`src/rtl/prefix_emitter.sv`:
```
// Serializes one decoded x86 instruction (legacy prefixes, then opcode bytes)
// into a byte stream, one byte per valid/ready handshake.
module prefix_emitter #(
    parameter int unsigned OPC_BYTES = 4
) (
    input  logic                   clk,
    input  logic                   rst_n,
    input  logic                   cmd_valid,
    output logic                   cmd_ready,
    input  logic                   seg_en,
    input  logic [2:0]             seg_id,
    input  logic                   opsz_en,
    input  logic                   rep_en,
    input  logic [2:0]             opc_len,
    input  logic [8*OPC_BYTES-1:0] opc_bytes,
    output logic                   out_valid,
    input  logic                   out_ready,
    output logic [7:0]             out_byte,
    output logic                   out_is_prefix,
    output logic                   out_last,
    output logic                   err_seg
);
    localparam int unsigned LW = $clog2(OPC_BYTES + 1);

    typedef enum logic [2:0] {IDLE, SEG, OPSZ, REP, OPC} state_t;

    state_t                 state_q, state_d;
    logic [7:0]             seg_byte_q, seg_byte_d;
    logic                   seg_ok_q, seg_ok_d;
    logic                   opsz_q, opsz_d;
    logic                   rep_q, rep_d;
    logic [LW-1:0]          len_q, len_d;
    logic [LW-1:0]          idx_q, idx_d;
    logic [8*OPC_BYTES-1:0] opc_q, opc_d;
    logic                   out_valid_q, out_valid_d;
    logic [7:0]             out_byte_q, out_byte_d;
    logic                   out_is_prefix_q, out_is_prefix_d;
    logic                   out_last_q, out_last_d;
    logic                   err_seg_q, err_seg_d;

    logic accept, hs, is_last;

    // First enabled state strictly after s, in fixed order SEG, OPSZ, REP, OPC.
    function automatic state_t next_after(state_t s, logic seg, logic opsz, logic rep);
        if (s == IDLE && seg) return SEG;
        if ((s == IDLE || s == SEG) && opsz) return OPSZ;
        if (s != REP && rep) return REP;
        return OPC;
    endfunction

    function automatic logic [7:0] seg_code(logic [2:0] id);
        case (id)
            3'b000:  return 8'h26;
            3'b001:  return 8'h2E;
            3'b010:  return 8'h36;
            3'b011:  return 8'h3E;
            3'b100:  return 8'h64;
            3'b101:  return 8'h65;
            default: return 8'h00;
        endcase
    endfunction

    assign is_last   = (idx_q + LW'(1)) == len_q;
    assign hs        = out_valid_q & out_ready;
    assign cmd_ready = rst_n & ((state_q == IDLE) | ((state_q == OPC) & is_last & out_ready));
    assign accept    = cmd_valid & cmd_ready;

    always_comb begin
        state_d    = state_q;
        seg_byte_d = seg_byte_q;
        seg_ok_d   = seg_ok_q;
        opsz_d     = opsz_q;
        rep_d      = rep_q;
        len_d      = len_q;
        idx_d      = idx_q;
        opc_d      = opc_q;
        err_seg_d  = 1'b0;

        if (accept) begin
            seg_byte_d = seg_code(seg_id);
            seg_ok_d   = seg_en & (seg_id < 3'd6);
            err_seg_d  = seg_en & (seg_id >= 3'd6);
            opsz_d     = opsz_en;
            rep_d      = rep_en;
            opc_d      = opc_bytes;
            idx_d      = '0;
            if (opc_len == 3'd0)
                len_d = LW'(1);
            else if (32'(opc_len) > OPC_BYTES)
                len_d = LW'(OPC_BYTES);
            else
                len_d = LW'(opc_len);
            state_d = next_after(IDLE, seg_ok_d, opsz_d, rep_d);
        end else if (hs) begin
            if (state_q == OPC) begin
                if (is_last) state_d = IDLE;
                else         idx_d   = idx_q + LW'(1);
            end else begin
                state_d = next_after(state_q, seg_ok_q, opsz_q, rep_q);
            end
        end

        // Outputs are precomputed from the next state so they appear registered.
        out_valid_d     = (state_d != IDLE);
        out_is_prefix_d = (state_d == SEG) || (state_d == OPSZ) || (state_d == REP);
        out_last_d      = (state_d == OPC) && ((idx_d + LW'(1)) == len_d);
        out_byte_d      = '0;
        case (state_d)
            SEG:  out_byte_d = seg_byte_d;
            OPSZ: out_byte_d = 8'h66;
            REP:  out_byte_d = 8'hF2;
            OPC: begin
                for (int unsigned i = 0; i < OPC_BYTES; i++)
                    if (LW'(i) == idx_d) out_byte_d = opc_d[8*i +: 8];
            end
            default: out_byte_d = '0;
        endcase
    end

    always_ff @(posedge clk or negedge rst_n) begin
        if (!rst_n) begin
            state_q         <= IDLE;
            seg_byte_q      <= '0;
            seg_ok_q        <= 1'b0;
            opsz_q          <= 1'b0;
            rep_q           <= 1'b0;
            len_q           <= '0;
            idx_q           <= '0;
            opc_q           <= '0;
            out_valid_q     <= 1'b0;
            out_byte_q      <= '0;
            out_is_prefix_q <= 1'b0;
            out_last_q      <= 1'b0;
            err_seg_q       <= 1'b0;
        end else begin
            state_q         <= state_d;
            seg_byte_q      <= seg_byte_d;
            seg_ok_q        <= seg_ok_d;
            opsz_q          <= opsz_d;
            rep_q           <= rep_d;
            len_q           <= len_d;
            idx_q           <= idx_d;
            opc_q           <= opc_d;
            out_valid_q     <= out_valid_d;
            out_byte_q      <= out_byte_d;
            out_is_prefix_q <= out_is_prefix_d;
            out_last_q      <= out_last_d;
            err_seg_q       <= err_seg_d;
        end
    end

    assign out_valid     = out_valid_q;
    assign out_byte      = out_byte_q;
    assign out_is_prefix = out_is_prefix_q;
    assign out_last      = out_last_q;
    assign err_seg       = err_seg_q;

endmodule

```
`config.mk`:
```
export PLATFORM = sky130hd
export DESIGN_NAME = prefix_emitter
export DESIGN_NICKNAME = d
export VERILOG_FILES = /design/src/rtl/prefix_emitter.sv
export SDC_FILE = /design/constraint.sdc
export NUM_CORES = 1
export LEC_CHECK = 0
export BUFFER_PORTS_ARGS = -buffer_cell sky130_fd_sc_hd__buf_2
export CORE_ASPECT_RATIO = 1.25
export CORE_UTILIZATION = 54
export CTS_CLUSTER_SIZE = 16
export DETAILED_ROUTE_END_ITERATION = 8
export GPL_ROUTABILITY_DRIVEN = 1
export PLACE_DENSITY = 0.83
export SLEW_MARGIN = 20
export SYNTH_ARGS = -nofsm -noshare
export SYNTH_HDL_FRONTEND = slang
export SYNTH_SLANG_ARGS = --single-unit
```
`constraint.sdc`:
```
create_clock -name clk -period 4.4 [get_ports clk]
set_input_delay 0.44 -clock clk [delete_from_list [all_inputs] [get_ports clk]]
set_output_delay 0.44 -clock clk [all_outputs]
set_load 0.02 [all_outputs]
```
==> metrics.json <==
{
  "status": {
    "outcome": "completed"
  },
  "drt": {
    "routed_wl_mm": 7.465,
    "ant_nets": 0,
    "num_vias": 2615,
    "iteration_count_of_the_initial_detailed_routing_pass": 5,
    "drtIter0Drc": 244,
    "routed_wire_length_per_instance_um": 15.95,
    "drc": 0,
    "vias_per_cell": 5.588
  },
  "clock_tree": {
    "clock_tree_from_tritoncts": "yes",
    "cts.hold.buffers_added": 0,
    "cts_buffers": 9,
    "clock_latency_at_the_later_pin_of_the_worst_skew_pair_ps": 360,
    "cts_max_level": 3,
    "post_cts_buffers": 0,
    "cts.sink_count": 64,
    "cts-root-buf": "sky130_fd_sc_hd__clkbuf_8",
    "ctsLongestPathBuffers": 2,
    "post_cts_resize_count": 0,
    "clkSlewWorstSetupHoldPaths_ps": 80
  },
  "power_and_ir_drop": {
    "clock_power_share_pct": 20.7,
    "cellLeakagePower_nw": 1.895,
    "power_density_nw_per_um2": 768.3,
    "internal_power_component_mw": 1.803,
    "irDropWorstVdd_uv": 324.3,
    "p_switching_mw": 1.190,
    "comb_power_share_pct": 46.6,
    "power.share.sequential_pct": 32.7,
    "p_sw_share_pct": 39.76
  },
  "floorplan": {
    "floorplan.rows": 31,
    "die_outline_height_um": 89.35,
    "core_um2": 5857,
    "die_span_x_um": 71.88,
    "design.portCount": 58,
    "floorplan.die_area_um2": 6422,
    "initial_core_utilization_pct": 56.27
  },
  "logic_synthesis": {
    "synth_top_flop_cell": "sky130_fd_sc_hd__dfrtp_1",
    "synthDominantAreaCellType": "sky130_fd_sc_hd__dfrtp_1",
    "syn-mean-instance-area_um2": 10.30,
    "synth_cell_type_count": 55,
    "synth_sequential_area_ratio_pct": 48.60,
    "yosys.area.top_type_share_pct": 48.60,
    "synth_warnings": 0,
    "synthCells": 320,
    "postSynthRegisterBits": 64,
    "post_synth_main_area_contributors": "sky130_fd_sc_hd__dfrtp_1 49%, sky130_fd_sc_hd__nand2_1 9.6%, sky130_fd_sc_hd__mux2_2 3.4%, sky130_fd_sc_hd__mux2_4 2.7%, sky130_fd_sc_hd__o32ai_1 2.4%",
    "synthesis.nets": 371,
    "mappedNetlistArea_um2": 3296,
    "synth_enable_flop_cells": 0,
    "asyncSetResetFlopFracSynth_pct": 100.0
  },
  "placement": {
    "post-dp-hpwl_mm": 5.178,
    "gp_routability_congestion": 0.8359,
    "preCtsSetupSlack_ps": 436.2,
    "placement.io_buffers": 57,
    "dpl-instance-area_um2": 3652
  },
  "global_route": {
    "grt_antenna_before_repair": 0,
    "grt_start_max_net_pins": 65,
    "vias_in_the_first_global_route": 2606,
    "grt_first_pass_wirelength_mm": 12.17,
    "gr-usage-all-layers_pct": 25.52,
    "overflow": 0
  },
  "worst_setup_path": {
    "cpPeakStageDelay_ps": 640,
    "endpoint_kind": "flip-flop",
    "reg2reg_slack_ps": 390,
    "worst_ep_arrival_time_ps": 4260,
    "worstRegToRegCells": 12,
    "chain_of_cells_forming_the_critical_path": "ha_1, xor2_1, nor3_1, or4_1, xor2_1, nor2_1, ha_1, buf_4, nor4b_2, a21oi_1, and3_1, o32ai_1",
    "worst_r2r_endpoint": "out_byte[2]",
    "startpoint_type": "flip-flop",
    "crit_fanout": 9,
    "critPathKind": "reg2reg",
    "worstPathRequired_ps": 4650,
    "critical_path.reg2reg.startpoint": "idx_q[0]",
    "crit_slowest_cell": "sky130_fd_sc_hd__or4_1"
  },
  "sta": {
    "min_period_over_period_pct": 91.19,
    "max_freq_mhz": 249.2,
    "clock_skew_ps": 12.07,
    "number_of_endpoints_with_negative_hold_slack_in_the_final_report": 0,
    "setup_viol": 0,
    "layout_min_cycle_time_ps": 4012,
    "rsz_0062_raised_after_global_routing": "false",
    "transition_time_of_the_tightest_slew_check_pin_ps": 823.0,
    "tns_ps": 0,
    "post-route-worst-setup-slack_ps": 387.7,
    "slew_violations": 0,
    "worst_slew_margin_rel_pct": 45.13
  },
  "worst_hold_path": {
    "min_delay_worst_endpoint": "opc_q[7]",
    "worst_hold_path.num_cells": 3,
    "worst_hold_path_type": "in2reg",
    "holdCritStartpoint": "opc_bytes[7]"
  },
  "cells_and_area": {
    "n_antenna_cell": 0,
    "fraction_of_final_layout_cells_with_drive_strength_greater_than_1_pct": 28.24,
    "final.fill_count": 433,
    "postLayoutCellArea_um2": 3896,
    "postLayoutCoreUtil_pct": 66.52,
    "syn_to_final_growth_pct": 18.22,
    "design.final.nets": 432
  },
  "job": {
    "drv.max_cap_violation_count": 0
  }
}
[critical path, delay by kind of cell, from the launching register on]
kind / cells / cell delay (ps)
compound gates: 2 / 410
simple gates: 5 / 1790
flops: 1 / 420
buf+inv: 1 / 170
fa+ha+maj: 2 / 580
xor+xnor: 2 / 560
[logic make-up after synthesis]
group | synth area share, %
simple gates | 19.51
flops | 48.60
buf+inv | 3.455
mux | 7.555
xor+xnor | 2.316
fa+ha+maj | 2.278
compound gates | 16.29
[how the worst max path moves through the flow]
stage,start,endpoint,slack (ps),depth (start not counted)
3_5_place_dp,idx_q[0],out_byte[2],440,12
5_1_grt,idx_q[0],out_byte[2],50,12
4_1_cts,idx_q[0],out_byte[2],410,12
2_1_floorplan,idx_q[0],out_byte[2],450,14
3_3_place_gp,idx_q[0],out_byte[7],520,12
6_report,idx_q[0],out_byte[2],390,12
[registers in the layout, indices dropped and copies added (netlist names)]
register and cells:
opc_q 32, out_byte 8, seg_byte_q 8, idx_q 3
len_q 3, state_q 3, err_seg 1, opsz_q 1
out_is_prefix 1, out_last 1, out_valid 1, rep_q 1
seg_ok_q 1
[placed cells by master (no fill, tap or decap), drive strengths merged, types with 7 or more instances in the layout]
master	netlist	routed
clkbuf	6	9
a22oi	8	8
o32ai	9	9
dfrtp	64	64
nand2	84	84
a21oi	16	16
mux2	16	16
inv	9	9
o21ai	8	8
buf	7	63
a311oi	7	7
nor2	18	18
[cells in the mapped netlist, types with 3 or more instances]
cell and count:
sky130_fd_sc_hd__nand2_1 84, sky130_fd_sc_hd__dfrtp_1 64, sky130_fd_sc_hd__nor2_1 17, sky130_fd_sc_hd__a21oi_1 15, sky130_fd_sc_hd__mux2_2 10, sky130_fd_sc_hd__inv_1 9, sky130_fd_sc_hd__o32ai_1 9, sky130_fd_sc_hd__a22oi_1 8
sky130_fd_sc_hd__o21ai_0 8, sky130_fd_sc_hd__a311oi_1 7, sky130_fd_sc_hd__clkbuf_1 6, sky130_fd_sc_hd__ha_1 6, sky130_fd_sc_hd__mux2_4 6, sky130_fd_sc_hd__nand2b_1 6, sky130_fd_sc_hd__and2_1 4, sky130_fd_sc_hd__buf_2 4
sky130_fd_sc_hd__nor2b_1 4, sky130_fd_sc_hd__a211o_1 3, sky130_fd_sc_hd__buf_6 3, sky130_fd_sc_hd__xnor2_1 3, sky130_fd_sc_hd__xor2_1 3
[metrics by stage]
stage | std cells | total power [mW] | hold slack (ps)
6_report | 468 | 2.994 | 287.7
5_1_grt | 468 | 3.205 | 290.3
3_5_place_dp | 452 | 2.357 | 465.5
2_1_floorplan | 320 | 2.016 | 144.4
4_1_cts | 468 | 2.989 | 287.4
3_3_place_gp | 452 | 2.309 | 459.5
[layout make-up]
class	count	area [um2]	area share, %
multi-input combinational	233	1580	40.56
inverter	10	37.54	0.9634
clock buffer	9	123.9	3.179
clock inverter	7	120.1	3.083
timing repair buffer	63	330.3	8.478
tap	82	102.6	2.633
sequential	64	1602	41.10
[power groups by stage]
stage          Combinational, mW  Sequential (mW)  Clock, mW
2_1_floorplan               1.03            0.982          0
3_3_place_gp                1.33            0.975          0
3_5_place_dp                1.37            0.985          0
4_1_cts                     1.39            0.975      0.622
5_1_grt                     1.55             1.00      0.653
6_report                    1.40            0.978      0.620
[metal layers]
metal / GRT usage [%] / part of all wire, %
met1: 32.03 / 42
met2: 40.99 / 49
met3: 6.877 / 5.7
met4: 12.83 / 3.2
met5: 0 / 0
Power figures use the tool's default switching activity.
